<file path="src/rtl/lsu_dmem_if_if.sv">
// Bundle of the core-facing request/response handshake and the data-memory port.
// The slave modport is the load/store unit; the master modport is the core plus the memory.
interface lsu_dmem_if_if #(
  parameter int ADDR_W = 32
);
  logic              req_valid;
  logic              req_ready;
  logic              req_we;
  logic [2:0]        req_funct3;
  logic [ADDR_W-1:0] req_addr;
  logic [31:0]       req_wdata;
  logic              resp_valid;
  logic              resp_ready;
  logic [31:0]       resp_rdata;
  logic              resp_err;
  logic [1:0]        mem_rw;
  logic [ADDR_W-1:0] mem_addr;
  logic [31:0]       mem_wdata;
  logic [31:0]       mem_rdata;

  modport slave (
    input  req_valid, req_we, req_funct3, req_addr, req_wdata, resp_ready, mem_rdata,
    output req_ready, resp_valid, resp_rdata, resp_err, mem_rw, mem_addr, mem_wdata
  );

  modport master (
    output req_valid, req_we, req_funct3, req_addr, req_wdata, resp_ready, mem_rdata,
    input  req_ready, resp_valid, resp_rdata, resp_err, mem_rw, mem_addr, mem_wdata
  );
endinterface

</file>
<file path="src/rtl/lsu_dmem_if.sv">
// RV32I load/store unit driving a word-wide, byte-addressed data memory (RMW for SB/SH).
// Define LSU_MISALIGN_EN to skip alignment checks and issue unaligned word accesses directly.
module lsu_dmem_if #(
  parameter int MEM_BYTES = 80,
  parameter int ADDR_W    = 32
) (
  input  logic          clk,
  input  logic          rst,
  lsu_dmem_if_if.slave  bus
);

  typedef enum logic [1:0] {IDLE, RD, WR, RESP} state_t;

  state_t            state_q;
  logic              we_q;
  logic [2:0]        funct3_q;
  logic [1:0]        lane_q;
  logic [15:0]       wdata_q;
  logic [1:0]        mem_rw_q;
  logic [ADDR_W-1:0] mem_addr_q;
  logic [31:0]       mem_wdata_q;
  logic              resp_valid_q;
  logic [31:0]       resp_rdata_q;
  logic              resp_err_q;

  logic [ADDR_W-1:0] req_base;
  logic [1:0]        req_lane;
  logic [ADDR_W:0]   req_end;
  logic              funct3_ok;
  logic              misaligned;
  logic              out_of_range;
  logic              req_error;

  logic [7:0]        load_byte;
  logic [15:0]       load_half;
  logic [31:0]       load_data;
  logic [31:0]       merged_word;

  assign bus.req_ready  = (state_q == IDLE);
  assign bus.resp_valid = resp_valid_q;
  assign bus.resp_rdata = resp_rdata_q;
  assign bus.resp_err   = resp_err_q;
  assign bus.mem_rw     = mem_rw_q;
  assign bus.mem_addr   = mem_addr_q;
  assign bus.mem_wdata  = mem_wdata_q;

  // The end address is one bit wider so a footprint wrapping past 2^ADDR_W reads as out of range.
  always_comb begin
`ifdef LSU_MISALIGN_EN
    req_base   = bus.req_addr;
    req_lane   = 2'b00;
    misaligned = 1'b0;
`else
    req_base   = {bus.req_addr[ADDR_W-1:2], 2'b00};
    req_lane   = bus.req_addr[1:0];
    misaligned = ((bus.req_funct3[1:0] == 2'b01) && bus.req_addr[0]) ||
                 ((bus.req_funct3[1:0] == 2'b10) && (bus.req_addr[1:0] != 2'b00));
`endif
    case (bus.req_funct3)
      3'b000, 3'b001, 3'b010: funct3_ok = 1'b1;
      3'b100, 3'b101:         funct3_ok = !bus.req_we;
      default:                funct3_ok = 1'b0;
    endcase
    req_end      = {1'b0, req_base} + (ADDR_W+1)'(3);
    out_of_range = (req_end >= (ADDR_W+1)'(MEM_BYTES));
    req_error    = !funct3_ok || misaligned || out_of_range;
  end

  always_comb begin
    case (lane_q)
      2'd0:    load_byte = bus.mem_rdata[7:0];
      2'd1:    load_byte = bus.mem_rdata[15:8];
      2'd2:    load_byte = bus.mem_rdata[23:16];
      default: load_byte = bus.mem_rdata[31:24];
    endcase
    load_half = lane_q[1] ? bus.mem_rdata[31:16] : bus.mem_rdata[15:0];
    case (funct3_q)
      3'b000:  load_data = {{24{load_byte[7]}}, load_byte};
      3'b100:  load_data = {24'h000000, load_byte};
      3'b001:  load_data = {{16{load_half[15]}}, load_half};
      3'b101:  load_data = {16'h0000, load_half};
      default: load_data = bus.mem_rdata;
    endcase
    merged_word = bus.mem_rdata;
    if (funct3_q[1:0] == 2'b00) begin
      case (lane_q)
        2'd0:    merged_word[7:0]   = wdata_q[7:0];
        2'd1:    merged_word[15:8]  = wdata_q[7:0];
        2'd2:    merged_word[23:16] = wdata_q[7:0];
        default: merged_word[31:24] = wdata_q[7:0];
      endcase
    end else if (funct3_q[1:0] == 2'b01) begin
      if (lane_q[1]) merged_word[31:16] = wdata_q;
      else           merged_word[15:0]  = wdata_q;
    end
  end

  // Memory-side outputs are only changed on the edge that enters a state, so mem_rw is
  // never non-zero outside RD/WR and an async reset drops a pending write immediately.
  always_ff @(posedge clk or posedge rst) begin
    if (rst) begin
      state_q      <= IDLE;
      we_q         <= 1'b0;
      funct3_q     <= 3'b000;
      lane_q       <= 2'b00;
      wdata_q      <= 16'h0000;
      mem_rw_q     <= 2'b00;
      mem_addr_q   <= '0;
      mem_wdata_q  <= 32'h0;
      resp_valid_q <= 1'b0;
      resp_rdata_q <= 32'h0;
      resp_err_q   <= 1'b0;
    end else begin
      case (state_q)
        IDLE: begin
          if (bus.req_valid) begin
            we_q     <= bus.req_we;
            funct3_q <= bus.req_funct3;
            lane_q   <= req_lane;
            wdata_q  <= bus.req_wdata[15:0];
            if (req_error) begin
              state_q      <= RESP;
              resp_valid_q <= 1'b1;
              resp_err_q   <= 1'b1;
              resp_rdata_q <= 32'h0;
            end else if (bus.req_we && (bus.req_funct3[1:0] == 2'b10)) begin
              state_q     <= WR;
              mem_rw_q    <= 2'b10;
              mem_addr_q  <= req_base;
              mem_wdata_q <= bus.req_wdata;
            end else begin
              state_q    <= RD;
              mem_rw_q   <= 2'b01;
              mem_addr_q <= req_base;
            end
          end
        end
        RD: begin
          if (we_q) begin
            state_q     <= WR;
            mem_rw_q    <= 2'b10;
            mem_wdata_q <= merged_word;
          end else begin
            state_q      <= RESP;
            mem_rw_q     <= 2'b00;
            resp_valid_q <= 1'b1;
            resp_err_q   <= 1'b0;
            resp_rdata_q <= load_data;
          end
        end
        WR: begin
          state_q      <= RESP;
          mem_rw_q     <= 2'b00;
          resp_valid_q <= 1'b1;
          resp_err_q   <= 1'b0;
          resp_rdata_q <= 32'h0;
        end
        RESP: begin
          if (bus.resp_ready) begin
            state_q      <= IDLE;
            resp_valid_q <= 1'b0;
            mem_rw_q     <= 2'b00;
          end
        end
        default: state_q <= IDLE;
      endcase
    end
  end

endmodule

</file>
<file path="src/flat_wrapper.sv">
// flat-port wrapper written by rule: the top's interface ports become plain ports
module lsu_dmem_if_flat 
#(
  parameter int MEM_BYTES = 80,
  parameter int ADDR_W    = 32
)
  (clk, rst, bus_req_valid, bus_req_we, bus_req_funct3, bus_req_addr, bus_req_wdata, bus_resp_ready, bus_mem_rdata, bus_req_ready, bus_resp_valid, bus_resp_rdata, bus_resp_err, bus_mem_rw, bus_mem_addr, bus_mem_wdata);
  lsu_dmem_if_if #(.ADDR_W(ADDR_W)) bus_i ();
  input  logic clk;
  input  logic rst;
  input wire logic [$bits(bus_i.req_valid)-1:0] bus_req_valid;
  input wire logic [$bits(bus_i.req_we)-1:0] bus_req_we;
  input wire logic [$bits(bus_i.req_funct3)-1:0] bus_req_funct3;
  input wire logic [$bits(bus_i.req_addr)-1:0] bus_req_addr;
  input wire logic [$bits(bus_i.req_wdata)-1:0] bus_req_wdata;
  input wire logic [$bits(bus_i.resp_ready)-1:0] bus_resp_ready;
  input wire logic [$bits(bus_i.mem_rdata)-1:0] bus_mem_rdata;
  output wire logic [$bits(bus_i.req_ready)-1:0] bus_req_ready;
  output wire logic [$bits(bus_i.resp_valid)-1:0] bus_resp_valid;
  output wire logic [$bits(bus_i.resp_rdata)-1:0] bus_resp_rdata;
  output wire logic [$bits(bus_i.resp_err)-1:0] bus_resp_err;
  output wire logic [$bits(bus_i.mem_rw)-1:0] bus_mem_rw;
  output wire logic [$bits(bus_i.mem_addr)-1:0] bus_mem_addr;
  output wire logic [$bits(bus_i.mem_wdata)-1:0] bus_mem_wdata;
  assign bus_i.req_valid = bus_req_valid;
  assign bus_i.req_we = bus_req_we;
  assign bus_i.req_funct3 = bus_req_funct3;
  assign bus_i.req_addr = bus_req_addr;
  assign bus_i.req_wdata = bus_req_wdata;
  assign bus_i.resp_ready = bus_resp_ready;
  assign bus_i.mem_rdata = bus_mem_rdata;
  assign bus_req_ready = bus_i.req_ready;
  assign bus_resp_valid = bus_i.resp_valid;
  assign bus_resp_rdata = bus_i.resp_rdata;
  assign bus_resp_err = bus_i.resp_err;
  assign bus_mem_rw = bus_i.mem_rw;
  assign bus_mem_addr = bus_i.mem_addr;
  assign bus_mem_wdata = bus_i.mem_wdata;
  lsu_dmem_if #(.MEM_BYTES(MEM_BYTES), .ADDR_W(ADDR_W)) u_core (.clk(clk), .rst(rst), .bus(bus_i));
endmodule
</file>
<file path="config.mk">
export PLATFORM = sky130hd
export DESIGN_NAME = lsu_dmem_if_flat
export DESIGN_NICKNAME = d
export VERILOG_FILES = /design/src/rtl/lsu_dmem_if_if.sv /design/src/rtl/lsu_dmem_if.sv /design/src/flat_wrapper.sv
export SDC_FILE = /design/constraint.sdc
export NUM_CORES = 1
export LEC_CHECK = 0
export BUFFER_PORTS_ARGS = -buffer_cell sky130_fd_sc_hd__buf_4
export CAP_MARGIN = 20
export CORE_UTILIZATION = 45
export DETAILED_ROUTE_END_ITERATION = 8
export PLACE_DENSITY = 0.77
export SYNTH_ARGS = -nofsm -noshare
export SYNTH_HDL_FRONTEND = slang
export SYNTH_SLANG_ARGS = --single-unit
export TNS_END_PERCENT = 30
</file>
<file path="constraint.sdc">
create_clock -name clk -period 4.4 [get_ports clk]
set_input_delay 0.88 -clock clk [delete_from_list [all_inputs] [get_ports clk]]
set_output_delay 0.88 -clock clk [all_outputs]
set_load 0.01 [all_outputs]
</file>
Word-level counts from Yosys, hierarchy flattened. Index checks and enable logic that the tools add are counted.

Magnitude comparators: 1. Reduce and logical (&&, ||, !) cells: 26. Eq/ne operators: 22. Mux-type cells: 38. Bitwise gates (word level): 1. $add $sub $neg: 1.

Operator list (number): $mux 32 (9); $pmux 32 s4 (1); $pmux 32 s3 (1); $pmux 32 s2 (1); $mux 16 (3); $add 32x2->33 const B (1); $ge 33x7->1 const B (1); $mux 8 (4); $pmux 8 s3 (1); $pmux 2 s4 (2); $mux 2 (7); $eq 3x3->1 const B (4); $eq 2x1->1 const B (4); $eq 2x2->1 const B (4); $ne 2x2->1 const B (4); $reduce_and 4->1 (2); $eq 3x1->1 const B (2); $logic_not 2->1 (3); $logic_not 3->1 (2); $mux 1 (6); $ne 2x1->1 const B (3); $reduce_and 3->1 (2); $reduce_or 3->1 (2); $reduce_and 5->1 (1); other kinds (12) (19).

Register bits after elaboration: 122. Input bits: 104. Word-level logic and storage cells: 100.

Logic depth before layout (Yosys ltp). Gate-level depths: netlist of the first run.

Depth after elaboration: 9. Mapped depth: 8.

Worst setup path after synthesis of the first run. OpenSTA, ideal clock, no wires.

Path kind: input to register. Start: input port bus_req_addr[13]. End: register u_core.mem_wdata_q[0], in the netlist u_core.bus.mem_wdata[0]. Library setup time: 0.125 ns. Stages on the path: 6. Path buffers: 1. Slack: 1.863 ns. Arrival: 2.412 ns. Path through: nor4_1 nand4_1 nor4_4 a31oi_2 buf_6 mux2_4.

Longest elaborated chain between the ends: 5.

Ends and longest elaborated chain: start: declaration (line flat_wrapper.sv:14) `input wire logic [$bits(bus_i.req_addr)-1:0] bus_req_addr;`; $add 32x2->33 (line lsu_dmem_if.sv:64) `req_end = {1'b0, req_base} + (ADDR_W+1)'(3);`; $ge 33x7->1 (line lsu_dmem_if.sv:65) `out_of_range = (req_end >= (ADDR_W+1)'(MEM_BYTES));`; $logic_or 1x1->1 (line lsu_dmem_if.sv:66) `req_error = !funct3_ok || misaligned || out_of_range;`; $ne 2x2->1 (no source line); $reduce_and 5->1 (no source line); end signal: assignment (line lsu_dmem_if.sv:130) `mem_wdata_q <= bus.req_wdata;`; end signal: assignment (line lsu_dmem_if.sv:142) `mem_wdata_q <= merged_word;`; end: declaration (line lsu_dmem_if.sv:21) `logic [31:0] mem_wdata_q;`.

No other way between the ends. A chain may end at the register's enable or synchronous reset.

Worst setup path after layout of the first run.
Start: register u_core.state_q[0]. End: register u_core.mem_wdata_q[14], in the netlist u_core.bus.mem_wdata[14].

Longest elaborated chain between the ends: 3.

Ends and longest elaborated chain: start: declaration (line lsu_dmem_if.sv:14) `state_t state_q;`; start signal: assignment (line lsu_dmem_if.sv:102) `state_q <= IDLE;`; start signal: assignment (line lsu_dmem_if.sv:122) `state_q <= RESP;`; start signal: assignment (line lsu_dmem_if.sv:127) `state_q <= WR;`; $eq 2x1->1 / $logic_not 2->1 (equally long branches) (line lsu_dmem_if.sv:114) `case (state_q)`; $ne 2x1->1 (no source line) (tied with other cells); $reduce_and 5->1 (no source line).

Several ways; a longest one is shown, not always the timed one.

==> run metrics, run 1 <==
unrepaired setup endpoints after global routing no; final setup violation count 0; via/cell ratio 5.521; register area share after synthesis 46.75%; Syn Area/Cell 10.57 um^2; CTS Hold Buffers Added 0; Setup TNS 0 ns; Worst Hold Class in -> async; critical path fanouts, max 32; Internal ~3.9 mW; clk root buf clkbuf_16; antenna viol nets, final 0; layout net count 920; max-cap violations 0; setup bufs post-CTS 0; WL final 18.92 mm; Mapped Area 6530 um^2; Cell Chain, Critical Path inv_1 > ha_1 > nand2_1 > buf_4 > nor4_4 > buf_4 > a31oi_4 > buf_4 > mux2_1; Placed Instances 971; Num CTS Buffers 17; Final Util 63.08%; Min Clock Period, post-route 2.935 ns; status complete, no violations; count of input and output buffers 202; Skew-Pair Late Insertion Delay 0.41 ns; die width 122.5 um; Critical-path top delay cell buf_4; effective utilization at floorplan about 47%; area post-placement 8183 um^2; pre-CTS setup slack 1.126 ns; element type at the critical path end register; Area Overhead vs Synth 35.64%; share of layout cells above drive strength 1 37.55%; global-route usage over all layers 26.03%; crit path kind reg -> reg; DRT iter0 DRCs 353; deepest clock path buffer count 2; CTS tree yes; Routed WL per cell 18.86 um; crit start category register; vias in the first global route 5,598; Finished Layout Cells 1,003; Slew @ Worst Pin about 1 ns; post-synth cell types 48; global-route wire length before repair about 29 mm; Rows 43; Power Dens Cells 688.5 nW/um^2; Leak between 4 and 5 nW; cell area after layout 8857 um^2; leading area contributor after synthesis dfrtp_1; CP peak stage delay 0.50 ns; drt pass-1 iters 5; required time worst endpoint around 4.7 ns; worst IR drop on VDD 0.3457 mV; fmax 340.7 MHz; CTS resizes 0; synth warn 0; sequential power share 30.6%; Cells after Synth 618; #FFs+latches synth 122; top post-synthesis cells by area dfrtp_1, mux2i_1, mux2_4, o21ai_0, mux2_1; Hold Vio Cnt, Final 0; delay-heaviest family, CP buffers and inverters; number of clock sinks around 120; combinational power share 44.7%; Slew headroom 32.57%; CP arrival 3.22 ns; top-area cell type share of the netlist area 46.75%; DRC viols 0; CP most frequent cell buf_4; n_diodes 0; clock slew at reported path FFs 0.05 ns; post-DP HPWL roughly 14 mm; Clk network pwr share about a quarter; fill cell total of the finished layout roughly 1.2k; Slew Viols, Final 0; routability congestion estimate 0.8813; die height 122.5 um; total number of vias 5,538; overall die area 15,000 um^2; switch share 36.54%; period utilization 66.70%; pin count of the biggest net entering global routing 91; core area 14,040 um^2; H-tree depth 4; IO Pins 205; CP bufs+invs 4; total gr overflow 0; antenna violations before repair 0; final worst slack 1.465 ns; final setup skew 0.008133 ns; Net Sw Power 2.228 mW
-- cells in the final DEF, fill, tap and decap left out, types with 3 or more instances in the layout --
cell type | synthesis | layout
mux2_4 | 30 | 30
inv_1 | 39 | 38
nor4_1 | 4 | 4
a21oi_1 | 31 | 31
nand2b_1 | 17 | 17
dfrtp_1 | 122 | 122
clkbuf_8 | 0 | 6
o211ai_1 | 8 | 8
nor2b_1 | 27 | 27
clkbuf_16 | 0 | 17
o21ai_1 | 3 | 3
clkinv_2 | 0 | 3
mux2i_1 | 50 | 50
o22ai_1 | 9 | 9
a221o_1 | 8 | 8
mux2_2 | 21 | 21
nor3_1 | 4 | 4
nor2_1 | 27 | 27
o21ai_0 | 70 | 70
nand3_1 | 13 | 13
mux2_1 | 21 | 21
bufinv_16 | 0 | 4
or3_1 | 8 | 8
buf_4 | 3 | 213
ha_1 | 5 | 4
nand2_1 | 30 | 30
a21boi_0 | 5 | 5
-- worst reg2reg max path: cells and delay by family (launching register included) --
family	cells	cell delay, ns
AND/OR/NAND/NOR	2	0.20
AO/OA/AOI/OAI	1	0.21
multiplexers	1	0.39
buffers and inverters	4	1.18
flip-flops	1	0.43
adder cells (fa/ha/maj)	1	0.40
-- Yosys cell counts (all sizes together) --
cell type / n
nor3: 6
dfrtp: 122
nor2b: 27
or3: 8
mux2: 72
a22o: 1
nand3: 13
conb: 1
and2: 1
clkinv: 1
a221oi: 3
a221o: 8
clkbuf: 27
a21oi: 31
nand2b: 17
a211oi: 1
mux2i: 50
nand4: 3
ha: 5
buf: 14
or2: 1
a32oi: 1
o22ai: 9
inv: 40
a21boi: 6
nor3b: 1
a31oi: 2
nor4: 7
o221ai: 1
nand3b: 1
nor2: 27
o21ai: 73
nand2: 30
o211ai: 8
-- power by group through the flow --
| stage | combinational, mW | clock [mW] | sequential, mW |
|---|---|---|---|
| finish | 2.73 | 1.51 | 1.86 |
| global route | 2.96 | 1.59 | 1.90 |
| CTS | 2.73 | 1.54 | 1.85 |
| detailed placement | 2.72 | 0 | 1.87 |
| global placement | 2.63 | 0 | 1.84 |
| floorplan | 1.84 | 0 | 1.80 |
-- path summary, 6_finish.rpt --
| path | startpoint | end | slack (ns) | cells past startpoint |
|---|---|---|---|---|
| setup / recovery | u_core.state_q[0] | u_core.bus.mem_wdata[14] | 1.47 | 9 |
| hold / removal | rst | u_core.bus.mem_addr[8] | 0.41 | 2 |
| setup reg to reg | u_core.state_q[0] | u_core.bus.mem_wdata[14] | 1.47 | 9 |
| hold reg to reg | u_core.bus.resp_rdata[12] | u_core.bus.resp_rdata[12] | 0.49 | 1 |
| max in group asynchronous | rst | u_core.bus.mem_wdata[2] | 3.09 | 4 |
| min in group clk | u_core.bus.resp_rdata[12] | u_core.bus.resp_rdata[12] | 0.49 | 1 |
-- kinds of logic (layout without fill, tap and decap cells) --
| group | Yosys count | count (layout) | synth area share, % |
|---|---|---|---|
| compound gates | 144 | 144 | 13.11 |
| fa+ha+maj | 5 | 5 | 0.9580 |
| buf+inv | 82 | 286 | 5.365 |
| flops | 122 | 122 | 46.75 |
| mux | 122 | 122 | 21.81 |
| other cells | 1 | 2 | 0.05743 |
| simple gates | 142 | 142 | 11.96 |
-- registers in the layout, summed over array words and instances, names as in the netlist --
name and cells:
u_core.bus.mem_wdata 32, u_core.bus.resp_rdata 32, u_core.bus.mem_addr 30, u_core.wdata_q 16
u_core.funct3_q 3, u_core.bus.mem_rw 2, u_core.lane_q 2, u_core.state_q 2
u_core.bus.resp_err 1, u_core.bus.resp_valid 1, u_core.we_q 1
-- cell type report --
cell class / instances / area (um^2) / area share, %
Sequential cell: 122 / 3053 / 34.47
Timing Repair Buffer: 214 / 1627 / 18.36
Clock inverter: 7 / 135.1 / 1.526
Tap cell: 180 / 225.2 / 2.543
Inverter: 41 / 156.4 / 1.766
Clock buffer: 24 / 511.7 / 5.778
Multi-Input combinational cell: 415 / 3149 / 35.56
-- per-stage QoR --
step | power (mW) | hold WS [ns]
final | 6.098 | 0.4111
after global routing | 6.448 | 0.4126
after CTS | 6.122 | 0.4912
after detailed placement | 4.586 | 0.4773
after global placement | 4.468 | 0.4726
after floorplan | 3.639 | 0.4580
-- per-layer routing --
metal,vias up,global-route usage [%],routed length [um]
met2,274,42.66,9260
met4,0,13.57,664
met1,2659,30.72,7222
met3,48,7.853,1769
met5,-,0,0
li1,2557,-,-
(Power assumes the default switching activity.)
==> inputs of run 2 (changes only) <==
Settings changed: ABC_AREA set to 1, PLACE_DENSITY 0.77 to 0.78.
Clock period 4.4 ns to 2.5 ns, I/O delays scaled along.
==> run metrics, run 2 <==
deepest clock path buffer count 2; die width 129.8 um; Syn Area/Cell 6.689 um^2; top-area cell type share of the netlist area 41.57%; Num CTS Buffers 17; Setup TNS 0 ns; CTS resizes 0; antenna violations before repair 0; Area Overhead vs Synth 29.64%; antenna viol nets, final 0; vias in the first global route ~7.2k; H-tree depth 4; clk root buf clkbuf_16; global-route usage over all layers about 28%; leading area contributor after synthesis dfrtp_1; CP arrival approximately 2.5 ns; final worst slack 0.4079 ns; number of clock sinks 122; commonest cells in the netlist nand2_1, nor2_1, nand3_1; share of layout cells above drive strength 1 22.14%; register area share after synthesis 41.57%; Slew headroom 52.23%; Power Dens Cells 1170 nW/um^2; top post-synthesis cells by area dfrtp_1, nand2_1, nand3_1, nor2_1, inv_1; Post-synth EDFFs 0; Leak 5.302 nW; period utilization about 84%; max-cap violations 0; Cells after Synth 1,098; status complete, no violations; Hold Vio Cnt, Final 0; fmax 478.0 MHz; most common cell after layout, fill and taps aside nand2_1; post-DP HPWL ~17 mm; DRT iter0 DRCs roughly 730; worst IR drop on VDD 0.6490 mV; layout net count approximately 1.4k; crit path kind reg -> reg; total number of vias ~7.8k; DRC viols 0; most frequent cells in the layout nand2_1, buf_4, nor2_1; via/cell ratio slightly above 5; required time worst endpoint 2.86 ns; clock slew at reported path FFs 0.06 ns; cell area after layout 9522 um^2; setup bufs post-CTS 0; Mapped Area 7345 um^2; total gr overflow 0; pin count of the biggest net entering global routing 123; element type at the critical path end register; crit start category register; final setup violation count 0; routability congestion estimate 0.9967; Slew @ Worst Pin 0.7157 ns; count of input and output buffers ~200; post-synth cell types 28; Worst Hold Class in -> async; Min Clock Period, post-route ~2.1 ns; pre-CTS setup slack 0.4523 ns; unrepaired setup endpoints after global routing no; IO Pins 205; Slew Viols, Final 0; Routed WL per cell 15.26 um; CTS tree yes; CTS Hold Buffers Added 0; Rows 46; area post-placement 8981 um^2; Skew-Pair Late Insertion Delay 0.43 ns; n_diodes 0; overall die area 16,840 um^2; die height approximately 130 um; global-route wire length before repair 35.76 mm; ys async rst share 100.0%; Most used DFF post-synth dfrtp_1; critical path fanouts, max 33; synth warn 0; power consumption 11.14 mW; #FFs+latches synth 122; most common cell in the netlist nand2_1; drt pass-1 iters 5; effective utilization at floorplan 46.24%; core area 15,890 um^2; final setup skew 0.006825 ns; WL final 22.94 mm
==> run 2: cell count changes after synthesis, moves of 9 or more <==
| cell | delta |
|---|---|
| a21oi_1 | +39 |
| buf_2 | +20 |
| inv_1 | +62 |
| mux2_1 | -21 |
| mux2_2 | -20 |
| mux2_4 | -30 |
| mux2i_1 | -50 |
| nand2_1 | +328 |
| nand2b_1 | -17 |
| nand3_1 | +127 |
| nor2_1 | +116 |
| nor2b_1 | -27 |
| o22ai_1 | -9 |
==> run 2: kinds of logic after synthesis <==
family | Yosys count | synth area share [%]
other cells | 1 | 0.05106
compound gates | 140 | 9.949
mux | 1 | 0.1533
simple gates | 658 | 37.21
flops | 122 | 41.57
fa+ha+maj | 5 | 0.8518
buf+inv | 171 | 10.22
==> run 2: where the power goes <==
group	switching (mW)	total (mW)	internal, mW
sequential	0.432	3.01	2.58
combinational	3.78	5.85	2.07
clock	1.00	2.28	1.28
==> run 2: worst paths after layout <==
path,start,endpoint,slack [ns],depth (start not counted)
min,rst,u_core.bus.mem_wdata[28],0.25,3
max in group asynchronous,rst,u_core.bus.resp_rdata[17],1.74,3
max,u_core.state_q[0],u_core.bus.resp_rdata[21],0.41,9
min reg2reg,u_core.bus.mem_addr[5],u_core.bus.mem_addr[5],0.47,2
min in group clk,bus_req_addr[6],u_core.bus.mem_addr[6],0.28,3
max reg2reg,u_core.state_q[0],u_core.bus.resp_rdata[21],0.41,9
==> run 2: stage by stage <==
step	cells	hold slack, ns	utilization [%]
2_1_floorplan	1099	0.4750	-
3_3_place_gp	1472	0.4556	56.54
3_5_place_dp	1472	0.4605	56.54
4_1_cts	1503	0.2737	59.94
5_1_grt	1503	0.3009	59.94
6_report	1503	0.2459	59.94
==> run 2: critical path: stages, from the launching register on <==
cell     delay [ns]
dfrtp_1        0.44
inv_1          0.12
ha_1           0.40
inv_2          0.10
nor2_1         0.30
nor3_2         0.09
nand2_1        0.07
buf_4          0.30
nand2_1        0.11
nand2_1        0.08
==> run 2: cell type report <==
cell class | count | area, um^2
clock buffer | 17 | 425.4
clock inverter | 14 | 115.1
fill | 1538 | 6364
inverter | 107 | 405.4
multi-input combinational | 806 | 3556
sequential | 122 | 3053
tap | 216 | 270.3
timing repair buffer | 221 | 1697
==> run 2: routing by layer <==
| layer | vias to the layer above | wire (um) | GRT usage [%] |
|---|---|---|---|
| met2 | 361 | 10860 | 45.27 |
| met5 | - | 0 | 0 |
| met3 | 51 | 2017 | 6.806 |
| li1 | 3799 | - | - |
| met1 | 3567 | 9309 | 34.87 |
| met4 | 0 | 750 | 12.79 |
==> inputs of run 3 (changes only) <==
Settings changed: ABC_AREA 1 to 0, PLACE_DENSITY 0.78 to 0.8.
Clock period 2.5 ns to 1.8 ns, I/O delays scaled along.
==> run metrics, run 3 (same netlist as run 1, synthesis figures left out) <==
Area Overhead vs Synth 48.94%; critical path fanouts, max 8; pin count of the biggest net entering global routing 49; final setup skew 0.007708 ns; area post-placement roughly 8700 um^2; Slew @ Worst Pin 0.6077 ns; core area 14,040 um^2; final worst slack -0.1715 ns; via/cell ratio ~5.4; Worst Hold Class in -> reg; antenna viol nets, final 0; delay-heaviest family, CP buffers and inverters; CP peak stage delay 0.39 ns; Slew headroom 59.48%; Setup TNS -5.991 ns; CP bufs+invs 4; IO Pins 205; deepest clock path buffer count 2; Num CTS Buffers 17; Skew-Pair Late Insertion Delay 0.42 ns; Min Clock Period, post-route between 1.5 and 2 ns; n_diodes 0; overall die area 15,000 um^2; fill cell total of the finished layout 1,023; status finished, violations left; DRT iter0 DRCs between 300 and 400; share of layout cells above drive strength 1 a little under half; count of input and output buffers 202; Slew Viols, Final 0; Routed WL per cell between 15 and 20 um; die height 122.5 um; global-route wire length before repair 31.73 mm; Cell Chain, Critical Path inv_2 > ha_4 > buf_8 > nand2_4 > nor4_4 > a31oi_4 > buf_6 > clkbuf_16 > mux2_4; effective utilization at floorplan between 40% and 50%; clock slew at reported path FFs 0.06 ns; fmax around 510 MHz; global-route usage over all layers 28.67%; CP arrival 2.28 ns; clk root buf clkbuf_16; Placed Instances 1,029; element type at the critical path end register; Leak ~4.9 nW; Rows 43; crit start category register; antenna violations before repair 0; required time worst endpoint 2.10 ns; failing checks negative setup slack; total gr overflow 0; cell area after layout a little under 10,000 um^2; crit path kind reg -> reg; DRC viols 0; number of clock sinks 122; Finished Layout Cells 1,084; total number of vias ~5.9k; vias in the first global route 6,059; worst IR drop on VDD a little under 0.9 mV; CTS tree yes; post-DP HPWL 14.91 mm; H-tree depth 4; layout net count 1,000; die width 122.5 um; Power Dens Cells ~1700 nW/um^2; period utilization 109.5%; final setup violation count 67; drt pass-1 iters 4; WL final between 20 and 25 mm; Critical-path top delay cell dfrtp_1; max-cap violations 0; unrepaired setup endpoints after global routing yes; most common cell after layout, fill and taps aside buf_4; Hold Vio Cnt, Final 0; most frequent cells in the layout buf_4, dfrtp_1, o21ai_0; routability congestion estimate 0.8927
run 3: cell types whose count changed in the layout (fill, tap and decap cells not counted), sizes merged, moves of 50 or more:
| cell | previous run | this run |
|---|---|---|
| mux2i | 0 | 50 |
| nor2 | 148 | 27 |
| nand2 | 362 | 30 |
| mux2 | 1 | 72 |
| nand3 | 143 | 13 |
| buf | 221 | 289 |
| inv | 111 | 39 |
run 3: cell type report:
class / count / area (um^2) / area share [%]
Multi-Input combinational cell: 416 / 3278 / 33.71
Sequential cell: 122 / 3054 / 31.40
Timing Repair Buffer: 293 / 2447 / 25.16
Clock buffer: 24 / 491.7 / 5.056
Tap cell: 180 / 225.2 / 2.316
Inverter: 41 / 161.4 / 1.660
Clock inverter: 8 / 67.56 / 0.6947
run 3: per-stage QoR:
| stage | power, mW | utilization (%) | hold slack [ns] | setup slack [ns] |
|---|---|---|---|---|
| final | 16.53 | 69.26 | 0.1660 | -0.1715 |
| after global placement | 11.97 | 62.13 | 0.2479 | -0.5834 |
| after global routing | 17.36 | 69.26 | 0.1549 | -0.2171 |
| after floorplan | 9.006 | - | 0.4580 | -0.1697 |
| after CTS | 16.21 | 68.49 | 0.1554 | -0.2301 |
| after detailed placement | 12.19 | 62.13 | 0.2481 | -0.5925 |
run 3: final timing paths:
kind	start	end	slack (ns)	depth (start not counted)
min	bus_req_addr[3]	u_core.bus.mem_addr[3]	0.17	2
min in group asynchronous	rst	u_core.bus.resp_err	0.37	3
max in group asynchronous	rst	u_core.bus.resp_rdata[17]	0.66	4
max reg2reg	u_core.state_q[1]	u_core.bus.mem_wdata[13]	-0.17	9
max	u_core.state_q[1]	u_core.bus.mem_wdata[13]	-0.17	9
min reg2reg	u_core.bus.resp_rdata[10]	u_core.bus.resp_rdata[10]	0.49	1
run 3: layer usage:
layer	part of all wire, %	wire length (um)	track usage (%)
met1	39	8231	33.55
met2	50	10540	49.12
met3	7.3	1519	7.574
met4	3.0	622	12.73
met5	0	0	0
run 3: what timing repair did:
item                                    in CTS  in global routing
resized for setup                           25                 18
hold endpoints to repair                     1                  0
setup buffers                               12                  5
pin swaps                                    5                  5
cloned                                       5                  1
hold buffers                                 1                  0
endpoints found under the setup margin      99                 71
run 3: report_power, final:
| group | switching (mW) | leakage (nW) | total (mW) | internal, mW |
|---|---|---|---|---|
| clock | 1.21 | 0.280 | 3.24 | 2.03 |
| combinational | 4.08 | 3.07 | 8.90 | 4.82 |
| sequential | 0.768 | 1.57 | 4.40 | 3.63 |
| total | 6.06 | 4.92 | 16.5 | 10.5 |
